--- src/rtl/pulse_seq_pkg.sv ---
// -----------------------------------------------------------------------------
// pulse_seq_pkg
// Shared timing for the read/write pulse sequence. The pulse generator and the
// receive-side sampler both import this package so their window timing comes
// from one place.
//   PULSE_WIDTH_READ  : default read pulse width in clk cycles
//   PULSE_WIDTH_WRITE : default write pulse width in clk cycles
//   PULSE_LOW_WIDTH   : default zero-level gap after every pulse
//   ZERO_CODE         : generator output code for the zero level
//   sampler_state_e   : pulse_read_sampler FSM states
// -----------------------------------------------------------------------------
package pulse_seq_pkg;

  localparam int unsigned PULSE_WIDTH_READ  = 32'd200000;
  localparam int unsigned PULSE_WIDTH_WRITE = 32'd100000;
  localparam int unsigned PULSE_LOW_WIDTH   = 32'd50000;
  localparam int unsigned ZERO_CODE         = 32'd128;

  typedef enum logic [2:0] {
    SMP_IDLE    = 3'd0,
    SMP_SETTLE  = 3'd1,
    SMP_ACQ     = 3'd2,
    SMP_PUBLISH = 3'd3,
    SMP_GAP     = 3'd4
  } sampler_state_e;

endpackage

--- src/rtl/pulse_read_sampler_accum.sv ---
// -----------------------------------------------------------------------------
// window_accumulator
// Per-window sample accumulator: running sum, sample count and, when
// PULSE_SAMPLER_MINMAX_EN is defined, running minimum/maximum.
//   clk, reset : clock, synchronous active-high reset
//   clear      : zero the accumulator (wins over add)
//   add        : accumulate data this cycle
//   data       : sample to accumulate
//   avg        : sum truncated-divided by 2^AVG_LOG2
//   full       : 2^AVG_LOG2 samples have been collected
//   done       : the sample added this cycle completes the burst
//   min_val    : window minimum (0 without PULSE_SAMPLER_MINMAX_EN)
//   max_val    : window maximum (0 without PULSE_SAMPLER_MINMAX_EN)
// -----------------------------------------------------------------------------
module window_accumulator #(
  parameter int unsigned ADC_W    = 32'd12,
  parameter int unsigned AVG_LOG2 = 32'd10
) (
  input  logic             clk,
  input  logic             reset,
  input  logic             clear,
  input  logic             add,
  input  logic [ADC_W-1:0] data,
  output logic [ADC_W-1:0] avg,
  output logic             full,
  output logic             done,
  output logic [ADC_W-1:0] min_val,
  output logic [ADC_W-1:0] max_val
);

  localparam int unsigned SUM_W = ADC_W + AVG_LOG2;
  localparam logic [AVG_LOG2:0] CNT_FULL = {1'b1, {AVG_LOG2{1'b0}}};
  localparam logic [AVG_LOG2:0] CNT_LAST = CNT_FULL - {{AVG_LOG2{1'b0}}, 1'b1};

  logic [SUM_W-1:0]  sum_r;
  logic [AVG_LOG2:0] cnt_r;

  // Running sum and sample count for the current window.
  always_ff @(posedge clk) begin
    if (reset) begin
      sum_r <= {SUM_W{1'b0}};
      cnt_r <= {(AVG_LOG2+1){1'b0}};
    end else if (clear) begin
      sum_r <= {SUM_W{1'b0}};
      cnt_r <= {(AVG_LOG2+1){1'b0}};
    end else if (add) begin
      sum_r <= sum_r + {{AVG_LOG2{1'b0}}, data};
      cnt_r <= cnt_r + {{AVG_LOG2{1'b0}}, 1'b1};
    end
  end

  assign avg  = sum_r[SUM_W-1 -: ADC_W];
  assign full = (cnt_r == CNT_FULL);
  // The completing sample is already counted by the time the result is loaded.
  assign done = add && (cnt_r == CNT_LAST);

`ifdef PULSE_SAMPLER_MINMAX_EN
  logic [ADC_W-1:0] min_r;
  logic [ADC_W-1:0] max_r;

  // Running extremes; the first sample of a window seeds both.
  always_ff @(posedge clk) begin
    if (reset) begin
      min_r <= {ADC_W{1'b0}};
      max_r <= {ADC_W{1'b0}};
    end else if (clear) begin
      min_r <= {ADC_W{1'b0}};
      max_r <= {ADC_W{1'b0}};
    end else if (add) begin
      if ((cnt_r == {(AVG_LOG2+1){1'b0}}) || (data < min_r)) min_r <= data;
      if ((cnt_r == {(AVG_LOG2+1){1'b0}}) || (data > max_r)) max_r <= data;
    end
  end

  assign min_val = min_r;
  assign max_val = max_r;
`else
  assign min_val = {ADC_W{1'b0}};
  assign max_val = {ADC_W{1'b0}};
`endif

endmodule

--- src/rtl/pulse_read_sampler.sv ---
// -----------------------------------------------------------------------------
// pulse_read_sampler
// Receive-side companion to the pulse generator. Follows the four-read /
// three-write sequence from the shared start strobe, averages a settled burst
// of ADC samples in each read window and offers one result per window on a
// valid/ready interface.
//   clk, reset          : clock, synchronous active-high reset
//   start               : sequence start / restart strobe
//   adc_valid, adc_data : ADC sample stream
//   res_valid/res_ready : result handshake
//   res_data            : averaged sample (truncating)
//   res_index           : read window number 0..3
//   res_short           : window closed before the burst was complete
//   res_min, res_max    : window extremes (0 unless PULSE_SAMPLER_MINMAX_EN)
//   busy                : sequence time has not yet passed the sequence end
//   overrun             : sticky, an unaccepted result was overwritten
// Optional feature macro: PULSE_SAMPLER_MINMAX_EN.
// -----------------------------------------------------------------------------
module pulse_read_sampler
  import pulse_seq_pkg::*;
#(
  parameter int unsigned WIDTH_READ  = PULSE_WIDTH_READ,
  parameter int unsigned WIDTH_WRITE = PULSE_WIDTH_WRITE,
  parameter int unsigned LOW_WIDTH   = PULSE_LOW_WIDTH,
  parameter int unsigned SETTLE      = 32'd1000,
  parameter int unsigned AVG_LOG2    = 32'd10,
  parameter int unsigned ADC_W       = 32'd12
) (
  input  logic             clk,
  input  logic             reset,
  input  logic             start,
  input  logic             adc_valid,
  input  logic [ADC_W-1:0] adc_data,
  output logic             res_valid,
  input  logic             res_ready,
  output logic [ADC_W-1:0] res_data,
  output logic [1:0]       res_index,
  output logic             res_short,
  output logic [ADC_W-1:0] res_min,
  output logic [ADC_W-1:0] res_max,
  output logic             busy,
  output logic             overrun
);

  localparam int unsigned PR      = WIDTH_READ + LOW_WIDTH;
  localparam int unsigned PW      = WIDTH_WRITE + LOW_WIDTH;
  localparam int unsigned P       = PR + PW;
  localparam int unsigned SEQ_END = 32'd3 * P + PR;
  localparam int unsigned T_W     = $clog2(SEQ_END + 32'd2);

  localparam logic [T_W-1:0] P_T      = T_W'(P);
  localparam logic [T_W-1:0] SETTLE_T = T_W'(SETTLE);
  localparam logic [T_W-1:0] WR_T     = T_W'(WIDTH_READ);
  localparam logic [T_W-1:0] END_T    = T_W'(SEQ_END);

  sampler_state_e   state_r;
  logic [T_W-1:0]   t_r;
  logic [T_W-1:0]   base_r;      // k*P for the current window
  logic [1:0]       k_r;
  logic             settle_hit_s;
  logic             win_end_s;
  logic             gap_hit_s;
  logic             publish_s;
  logic             acc_clear_s;
  logic             acc_add_s;
  logic             acc_done_s;
  logic             acc_full_s;
  logic [ADC_W-1:0] acc_avg_s;
  logic [ADC_W-1:0] acc_min_s;
  logic [ADC_W-1:0] acc_max_s;

  window_accumulator #(
    .ADC_W    (ADC_W),
    .AVG_LOG2 (AVG_LOG2)
  ) u_acc (
    .clk     (clk),
    .reset   (reset),
    .clear   (acc_clear_s),
    .add     (acc_add_s),
    .data    (adc_data),
    .avg     (acc_avg_s),
    .full    (acc_full_s),
    .done    (acc_done_s),
    .min_val (acc_min_s),
    .max_val (acc_max_s)
  );

  // Window boundary decode and accumulator controls.
  always_comb begin
    settle_hit_s = (t_r >= base_r + SETTLE_T);
    win_end_s    = (t_r >= base_r + WR_T);
    gap_hit_s    = (t_r >= base_r);
    acc_add_s    = (state_r == SMP_ACQ) && adc_valid;
    // A restart discards the partial window, including one about to publish.
    acc_clear_s  = start || (state_r == SMP_PUBLISH);
    publish_s    = (state_r == SMP_PUBLISH) && !start;
  end

  // Sequence time: zero the cycle after start, saturates one past the end.
  always_ff @(posedge clk) begin
    if (reset) begin
      t_r  <= {T_W{1'b0}};
      busy <= 1'b0;
    end else if (start) begin
      t_r  <= {T_W{1'b0}};
      busy <= 1'b1;
    end else if (busy) begin
      t_r <= t_r + T_W'(1'b1);
      if (t_r == END_T) busy <= 1'b0;
    end
  end

  // Window FSM plus the registered result interface.
  always_ff @(posedge clk) begin
    if (reset) begin
      state_r   <= SMP_IDLE;
      k_r       <= 2'd0;
      base_r    <= {T_W{1'b0}};
      res_valid <= 1'b0;
      res_data  <= {ADC_W{1'b0}};
      res_index <= 2'd0;
      res_short <= 1'b0;
      res_min   <= {ADC_W{1'b0}};
      res_max   <= {ADC_W{1'b0}};
      overrun   <= 1'b0;
    end else begin
      if (start) begin
        state_r <= SMP_SETTLE;
        k_r     <= 2'd0;
        base_r  <= {T_W{1'b0}};
      end else begin
        case (state_r)
          SMP_IDLE:    state_r <= SMP_IDLE;
          SMP_SETTLE:  if (settle_hit_s) state_r <= SMP_ACQ;
          SMP_ACQ:     if (acc_done_s || win_end_s) state_r <= SMP_PUBLISH;
          SMP_PUBLISH: begin
            k_r     <= k_r + 2'd1;
            base_r  <= base_r + P_T;
            state_r <= (k_r == 2'd3) ? SMP_IDLE : SMP_GAP;
          end
          SMP_GAP:     if (gap_hit_s) state_r <= SMP_SETTLE;
          default:     state_r <= SMP_IDLE;
        endcase
      end

      // A publish always replaces the held result; a same-cycle handshake
      // means the old one was taken, so that is not an overrun.
      if (publish_s) begin
        res_valid <= 1'b1;
        res_data  <= acc_avg_s;
        res_index <= k_r;
        res_short <= !acc_full_s;
        res_min   <= acc_min_s;
        res_max   <= acc_max_s;
        if (res_valid && !res_ready) overrun <= 1'b1;
      end else if (res_valid && res_ready) begin
        res_valid <= 1'b0;
      end
    end
  end

endmodule

--- config.mk ---
export PLATFORM = sky130hd
export DESIGN_NAME = pulse_read_sampler
export DESIGN_NICKNAME = d
export VERILOG_FILES = /design/src/rtl/pulse_seq_pkg.sv /design/src/rtl/pulse_read_sampler_accum.sv /design/src/rtl/pulse_read_sampler.sv
export SDC_FILE = /design/constraint.sdc
export NUM_CORES = 1
export LEC_CHECK = 0
export CAP_MARGIN = 40
export CORE_UTILIZATION = 40
export DETAILED_ROUTE_END_ITERATION = 16
export HOLD_SLACK_MARGIN = 0.06
export SLEW_MARGIN = 30
export SYNTH_ARGS = -nofsm -noshare
export SYNTH_HDL_FRONTEND = slang
export SYNTH_SLANG_ARGS = --single-unit
--- constraint.sdc ---
create_clock -name clk -period 3.7 [get_ports clk]
set_input_delay 0.555 -clock clk [delete_from_list [all_inputs] [get_ports clk]]
set_output_delay 0.555 -clock clk [all_outputs]
set_load 0.02 [all_outputs]
* Word level (Yosys, flattened, before mapping)
Cells that the tools add are included.
** Word-level totals
- Input port bits :: 17
- Logic and storage cells :: 64
- Flip-flop bits (word level) :: 98
- Output and inout bits :: 42
** Cells by class
- Magnitude comparators :: 3
- Reduce and logical (&&, ||, !) cells :: 16
- Equality and inequality tests :: 14
- Muxes and demuxes :: 11
- Add/sub/neg operators :: 7
** Operators by type and width (number)
- $ge 21x21->1 :: 3
- $add 22x12->22 :: 1
- $add 21x1->21 const B :: 1
- $add 21x10->21 const B :: 1
- $add 21x18->21 const B :: 1
- $add 21x19->21 const B :: 1
- $eq 21x21->1 const B :: 1
- $mux 3 :: 4
- $pmux 3 s4 :: 1
- $add 11x1->11 const B :: 1
- $eq 11x10->1 const B :: 1
- $eq 11x11->1 const B :: 1
- $eq 3x2->1 const B :: 2
- $mux 1 :: 6
- $ne 3x3->1 const B :: 2
- $reduce_and 3->1 :: 2
- $logic_and 1x1->1 :: 5
- $ne 2x2->1 const B :: 2
- $reduce_or 2->1 :: 2
- $eq 3x1->1 const B :: 1
- $eq 3x3->1 const B :: 1
- $logic_not 1->1 :: 3
- $ne 3x2->1 const B :: 1
- $add 2x1->2 const B :: 1
- other kinds (5) :: 6

* Logic depth before layout (Yosys ltp)
Gate-level depths: netlist (run 1).
- Depth after elaboration :: 7
- Mapped depth :: 13
- Gate-level depth less buffers :: 13

* By module
Synthesis (run 1) repeated with hierarchy kept, for this count alone.
** Second synthesis, totals
- Cells, all modules :: 865
- Area, all modules :: 7005.5 um^2
** By module, submodules not included
- pulse_read_sampler :: instances 1, area an instance 4610.7 um^2, sequential area each 1641.6 um^2, cells each 578
- window_accumulator :: instances 1, area an instance 2394.8 um^2, sequential area each 660.6 um^2, cells each 287

* Worst setup path before layout (run 1)
No wires, ideal clock.
- Path type :: register -> register
- Start :: register base_r[9]
- End :: register state_r[0]
- Setup slack :: 0.756 ns
- Clock period less this slack :: 2.944 ns
- Cell stages (with the launch flop) :: 14
- Buffers on the path :: 0
- Data required time :: 3.578 ns
- Library setup time :: 0.122 ns
- Data arrival time :: 2.823 ns
- Cells stage by stage :: dfxtp_1 > inv_1 > ha_1 > a21boi_0 > or3_1 > nor4_1 > nand3_1 > xnor2_1 > ha_1 > nand4_1 > nor2_1 > o21ai_0 > o211a_1 > o311a_1
** On the way
- Longest elaborated chain between the ends :: 5
- Elaborated cells between the ends (all ways) :: 10
- Those cells by class :: 2 x add/sub; 3 x order compare; 3 x eq/ne; 2 x reduce/logical
** RTL lines
- from (decl) :: RTL line pulse_read_sampler.sv:58 : logic [T_W-1:0] base_r;
- from (signal assigned) :: RTL line pulse_read_sampler.sv:118 : base_r <= {T_W{1'b0}};
- from (signal assigned) :: RTL line pulse_read_sampler.sv:130 : base_r <= {T_W{1'b0}};
- from (signal assigned) :: RTL line pulse_read_sampler.sv:138 : base_r <= base_r + P_T;
- $add 21x18->21 :: RTL line pulse_read_sampler.sv:91 : win_end_s = (t_r >= base_r + WR_T);
- $ge 21x21->1 :: RTL line pulse_read_sampler.sv:91
- $logic_or 1x1->1 :: RTL line pulse_read_sampler.sv:135 : SMP_ACQ: if (acc_done_s || win_end_s) state_r <= SMP_PUBLISH;
- $ne 3x2->1 (no line)
- $reduce_and 3->1 (no line) (*)
- to (signal assigned) :: RTL line pulse_read_sampler.sv:139 : state_r <= (k_r == 2'd3) ? SMP_IDLE : SMP_GAP;
- to (decl) :: RTL line pulse_read_sampler.sv:56 : sampler_state_e state_r;
Every way passes the cells marked *; elsewhere a longest branch is shown, timed or not.
A chain may end at the register's enable or synchronous reset.

* Final worst setup path (run 1)
Same ends and word-level chain as after synthesis.

==> results.sh, run 1 <==
export IMPL_status="finished with violations"
export IMPL_violations="design-rule violations"
export IMPL_grtUsageTotal_pct=19.09
export IMPL_avgRoutedWirePerCell_um=14.76
export IMPL_synth_warnings=0
export IMPL_hp_class="reg -> reg"
export IMPL_fmax_mhz=288.7
export IMPL_coreArea_mm2=0.01464
export IMPL_maxSlewViolCount=0
export IMPL_startpoint_type="register"
export IMPL_std_cell_rows=44
export IMPL_drc=9
export IMPL_crit_required_ns=3.94
export IMPL_layout_commonest_cell="dfxtp_1"
export IMPL_cts_buffers=9
export IMPL_whs_ns=0.4561
export IMPL_p_total_mw=2.090
export IMPL_arrival_ns=3.71
export IMPL_most_common_layout_cells="91 x dfxtp_1, 88 x nand2_1, 86 x nor2_1"
export IMPL_overflow=0
export IMPL_ant_nets=0
export IMPL_via_per_inst=5.394
export IMPL_grt_pass1_vias=5148
export IMPL_powerDensity_mw_per_mm2=309.6
export IMPL_crit_fanout=8
export IMPL_slew_headroom_pct=51.32
export IMPL_final_setup_viol_count=0
export IMPL_synth_edf_count=0
export IMPL_synth_seq_cells=91
export IMPL_detail_route_iter0_violations=258
export IMPL_drtPass1Iterations=10
export IMPL_syn2layout_area_growth_pct=11.63
export IMPL_yosysTopAreaCell="dfxtp_1"
export IMPL_h_tree_depth=3
export IMPL_async_flop_share_pct=0
export IMPL_fin_area_mm2=0.006750
export IMPL_post_route_util_pct=46.10
export IMPL_post_cts_setup_buffer_count=0
export IMPL_synth_area_mm2=0.006047
export IMPL_multiInputGateArea_mm2=0.003890
export IMPL_layout_drive_gt1_share_pct=4.220
export IMPL_cts_sinks=91
export IMPL_p_leak_nw=2.455
export IMPL_yosysSeqAreaShare_pct=30.13
export IMPL_die_y_um=125.0
export IMPL_hold_violations=0
export IMPL_via_count=5211
export IMPL_die_w_um=125.0
export IMPL_finClkSkew_ns=0.005689
export IMPL_fin_nets=860
export IMPL_gp_congestion=0.8592
export IMPL_finalSetupTns_ns=0
export IMPL_antenna_found_initial=0
export IMPL_cp_end_kind="register"
export IMPL_synthCells=759
export IMPL_initial_core_util_pct=41.29
export IMPL_synthTopCellsByArea="dfxtp_1 30%, ha_1 13%, xnor2_1 5.9%"
export IMPL_layout_worst_path_cycle_share_pct=93.63
export IMPL_antennaDiodeCount=0
export IMPL_clockBufferDepth=2
export IMPL_synth_flop_cell="dfxtp_1"
export IMPL_place_hpwl_um=10490
export IMPL_grt_pass1_wl_um=24250
export IMPL_wirelength_um=14260
export IMPL_postCtsHoldBufs=0
export IMPL_port_buffers=34
export IMPL_synth_top_area_share_pct=30.13
export IMPL_die_area_mm2=0.01561
export IMPL_ir_worst_vdd_mv=0.2416
export IMPL_register_area_mm2=0.001822
export IMPL_cts_tree="done"
export IMPL_root_buffer="clkbuf_16"
export IMPL_maxCapViolCount=0
export IMPL_tightestPinTransition_ns=0.7281
export IMPL_syn_area_per_cell_um2=7.967
export IMPL_clkSlewWorstSetupHoldPaths_ns=0.07
export IMPL_grt_max_degree=41
export IMPL_rsz0062_at_grt="no"
export IMPL_cts_resized=0
export IMPL_synth_cell_type_count=60
export IMPL_critPathKind="reg -> reg"
export IMPL_num_io_pins=59
export IMPL_place_area_mm2=0.006429
export IMPL_nFillCells=1489
export IMPL_clk_latency_ns=0.35
export IMPL_fin_crit_ns=3.464
[Yosys cell counts, types with 6 or more instances]
cell type,count
a211oi_1,10
a21oi_1,65
and3_1,6
buf_4,24
clkbuf_1,27
dfxtp_1,91
ha_1,65
inv_1,25
nand2_1,88
nand2b_1,7
nand3_1,24
nand4_1,24
nor2_1,86
nor3_1,21
nor4_1,10
o21ai_0,25
o31ai_1,6
or3_1,13
xnor2_1,41
xor2_1,25
[cell type report]
type	count	area share, %
Clock inverter	6	1.057
Timing Repair Buffer	42	5.987
Sequential cell	91	26.99
Tap cell	184	3.411
Inverter	25	1.390
Clock buffer	10	3.540
Multi-Input combinational cell	608	57.63
[flip-flops by register name, indices dropped and copies added, names as in the netlist]
register     count
busy             1
base_r          14
res_valid        1
res_data        12
res_short        1
t_r             21
u_acc.sum_r     22
overrun          1
state_r          3
u_acc.cnt_r     11
k_r              2
res_index        2
[path summary, 6_finish.rpt]
kind | from | to | slack, ns | cells after the start
worst max-delay path | base_r[9] | state_r[0] | 0.24 | 13
worst min-delay path | res_data[7] | res_data[7] | 0.46 | 2
worst max register to register | base_r[9] | state_r[0] | 0.24 | 13
worst min register to register | res_data[7] | res_data[7] | 0.46 | 2
[routing by layer]
layer | share of wire [%] | wire length [um] | vias to the layer above | global-route usage [%]
met5 | 0 | 0 | - | 0
met4 | 1.6 | 221 | 0 | 7.676
met3 | 3.8 | 539 | 17 | 3.295
met2 | 50 | 7095 | 89 | 34.40
met1 | 45 | 6401 | 2455 | 22.46
li1 | - | - | 2650 | -
[metrics by stage]
stage / worst slack, ns / cells
final: 0.2358 / 966
after detailed placement: 0.3457 / 949
after global routing: 0.03932 / 966
after CTS: 0.2794 / 965
after global placement: 0.5562 / 948
after floorplan: 0.7556 / 782
[power by group]
| group | leakage (nW) | switching, mW | total [mW] | internal [mW] |
|---|---|---|---|---|
| logic | 1.57 | 0.0833 | 0.131 | 0.0476 |
| registers | 0.734 | 0.00843 | 0.992 | 0.984 |
| clock network | 0.151 | 0.418 | 0.967 | 0.549 |
[worst max-delay path: stages (launching register included)]
cell and delay, ns:
dfxtp_1 0.48, inv_1 0.16, ha_1 0.21, a21boi_0 0.15, or3_1 0.42, nor4_1 0.41
nand3_1 0.19, xnor2_1 0.17, ha_1 0.30, nand4_1 0.14, nor2_1 0.12, o21ai_0 0.09
o211a_1 0.17, o311a_1 0.34
[cell families (layout without fill, tap and decap cells)]
| family | after synthesis | count (layout) | synth area share (%) |
|---|---|---|---|
| compound gates | 135 | 135 | 13.32 |
| xor+xnor | 66 | 66 | 9.559 |
| fa+ha+maj | 66 | 66 | 13.78 |
| buf+inv | 83 | 83 | 6.973 |
| flops | 91 | 91 | 30.13 |
| mux | 6 | 6 | 1.055 |
| other cells | 1 | 24 | 0.06201 |
| simple gates | 311 | 311 | 25.12 |
Power figures use the tool's default switching activity.
==> run 2, diff against run 1 <==
--- a/config.mk
+++ b/config.mk
@@ -9,6 +9,7 @@
 export CORE_UTILIZATION = 40
 export DETAILED_ROUTE_END_ITERATION = 16
 export HOLD_SLACK_MARGIN = 0.06
+export PLACE_DENSITY_LB_ADDON = 0.12
 export SLEW_MARGIN = 30
 export SYNTH_ARGS = -nofsm -noshare
 export SYNTH_HDL_FRONTEND = slang
==> run 2 against run 1 <==
Effect of this change:
- the run still ends with design-rule violations left
- die area is the same
- wire length shrank 1.9%
- via count shrank 1.0%
- power shrank 3.2%
- sequential share of layout area grew 0.12 points
- final area shrank 0.43%
- non-clock buffer count is the same
- sequential power is essentially flat
- maximum frequency grew 1.2%
- setup slack gained 0.042 ns
- largest cell class unchanged
==> results.sh, run 2 (synthesis gave the netlist of run 1 again) <==
export IMPL_wirelength_um=13990
export IMPL_post_cts_setup_buffer_count=0
export IMPL_drc=7
export IMPL_fmax_mhz=292.2
export IMPL_grt_pass1_vias=4777
export IMPL_antennaDiodeCount=0
export IMPL_critPathKind="reg -> reg"
export IMPL_slowest_delay_ns=0.46
export IMPL_antenna_found_initial=0
export IMPL_arrival_ns=3.66
export IMPL_layout_commonest_cell="dfxtp_1"
export IMPL_crit_fanout=7
export IMPL_powerDensity_mw_per_mm2=301.1
export IMPL_tightestPinTransition_ns=0.7448
export IMPL_grtUsageTotal_pct=18.42
export IMPL_maxSlewViolCount=0
export IMPL_finClkSkew_ns=0.01603
export IMPL_avgRoutedWirePerCell_um=14.48
export IMPL_fin_crit_ns=3.422
export IMPL_hold_violations=0
export IMPL_ir_worst_vdd_mv=0.2148
export IMPL_postCtsHoldBufs=0
export IMPL_cts_buffers=9
export IMPL_rsz0062_at_grt="no"
export IMPL_via_per_inst=5.341
export IMPL_cts_sinks=91
export IMPL_num_io_pins=59
export IMPL_ant_nets=0
export IMPL_coreArea_mm2=0.01464
export IMPL_clk_latency_ns=0.35
export IMPL_drtPass1Iterations=11
export IMPL_pre_cts_slack_ns=0.3097
export IMPL_crit_chain="inv_1 > ha_1 > a21boi_0 > or3_1 > nor4_1 > nand3_1 > xnor2_1 > ha_1 > nand4_1 > nor2_1 > o21ai_0 > o211a_1 > o311a_1"
export IMPL_hp_class="reg -> reg"
export IMPL_p_sw_share_pct=25.13
export IMPL_crit_top_cell="ha_1"
export IMPL_setup_slack_ns=0.2779
export IMPL_violations="design-rule violations"
export IMPL_largest_reg_flops=22
export IMPL_comb_power_share_pct=6.4
export IMPL_cp_end_kind="register"
export IMPL_startpoint_type="register"
export IMPL_grt_max_degree=41
export IMPL_die_area_mm2=0.01561
export IMPL_crit_required_ns=3.94
export IMPL_top_register="u_acc.sum_r"
export IMPL_p_sw_mw=0.5085
export IMPL_p_leak_nw=2.444
export IMPL_biggestRegsByFlops="u_acc.sum_r (22), t_r (21), base_r (14)"
export IMPL_finalSetupTns_ns=0
export IMPL_syn2layout_area_growth_pct=11.15
export IMPL_clkSlewWorstSetupHoldPaths_ns=0.07
export IMPL_place_hpwl_um=10300
export IMPL_via_count=5159
export IMPL_fin_nets=860
export IMPL_grt_pass1_wl_um=23240
export IMPL_layout_worst_path_cycle_share_pct=92.49
export IMPL_port_buffers=34
export IMPL_slew_headroom_pct=50.35
export IMPL_detail_route_iter0_violations=346
export IMPL_clockBufferDepth=2
export IMPL_cp_slowest_cell="dfxtp_1"
export IMPL_p_clk_share_pct=44.6
export IMPL_layout_drive_gt1_share_pct=4.092
export IMPL_root_buffer="clkbuf_16"
export IMPL_final_setup_viol_count=0
export IMPL_cts_resized=0
export IMPL_maxCapViolCount=0
export IMPL_cts_tree="done"
export IMPL_most_common_layout_cells="91 x dfxtp_1, 88 x nand2_1, 86 x nor2_1"
export IMPL_power_internal_mw=1.515
export IMPL_die_y_um=125.0
export IMPL_h_tree_depth=3
export IMPL_gp_congestion=0.8549
export IMPL_std_cell_rows=44
export IMPL_overflow=0
export IMPL_initial_core_util_pct=41.29
export IMPL_seqPwrFrac_pct=49.0
export IMPL_die_w_um=125.0
export IMPL_status="finished with violations"
run 2: cell types whose count changed in the layout (fill, tap and decap cells not counted), sizes merged:
cell | previous run | this run
clkinvlp | 1 | 0
inv | 27 | 28
clkbuf | 10 | 11
bufinv | 1 | 0
run 2: area by class of cell:
| type | instances | area, um2 |
|---|---|---|
| flip-flops and latches | 91 | 1822 |
| clock buffers | 11 | 242.7 |
| multi-input cells | 608 | 3890 |
| clock inverters | 5 | 42.54 |
| fillers | 1456 | 7923 |
| inverters | 25 | 93.84 |
| repair buffers | 42 | 400.4 |
| well taps | 184 | 230.2 |
run 2: worst paths after layout:
check,from,to,slack [ns],depth (start not counted)
max,base_r[8],state_r[0],0.28,13
min,res_data[5],res_data[5],0.46,2
max reg2reg,base_r[8],state_r[0],0.28,13
min reg2reg,res_data[5],res_data[5],0.46,2
run 2: stage by stage:
step	power, mW	hold WS [ns]	cells	area, um2	utilization (%)
floorplan	1.122	0.4356	782	6133	-
finish	2.024	0.4554	966	6721	45.90
detailed placement	1.144	0.4469	950	6436	43.95
CTS	2.058	0.4569	966	6721	45.90
global placement	1.142	0.4446	950	6436	43.95
global route	2.109	0.4796	966	6721	45.90
run 2: per-layer routing:
metal	global-route usage [%]	vias up	routed length, um
li1	-	2659	-
met1	23.08	2408	6654
met2	32.12	78	6735
met3	3.338	14	417
met4	5.667	0	185
met5	0	-	0
run 2: power by group through the flow:
stage / Combinational [mW] / Sequential [mW] / Clock [mW]
2_1_floorplan: 0.113 / 1.01 / 0
6_report: 0.130 / 0.992 / 0.902
3_3_place_gp: 0.128 / 1.01 / 0
5_1_grt: 0.143 / 0.993 / 0.974
4_1_cts: 0.130 / 0.992 / 0.936
3_5_place_dp: 0.130 / 1.01 / 0
run 2: critical path, delay by kind of cell (launching register included):
kind | cells | cell delay (ns)
and+or+nand+nor | 5 | 1.27
AOI/OAI and AO/OA | 4 | 0.76
adders and majority gates | 2 | 0.51
DFF | 1 | 0.46
xor gates and xnor gates | 1 | 0.18
buffers and inverters | 1 | 0.14
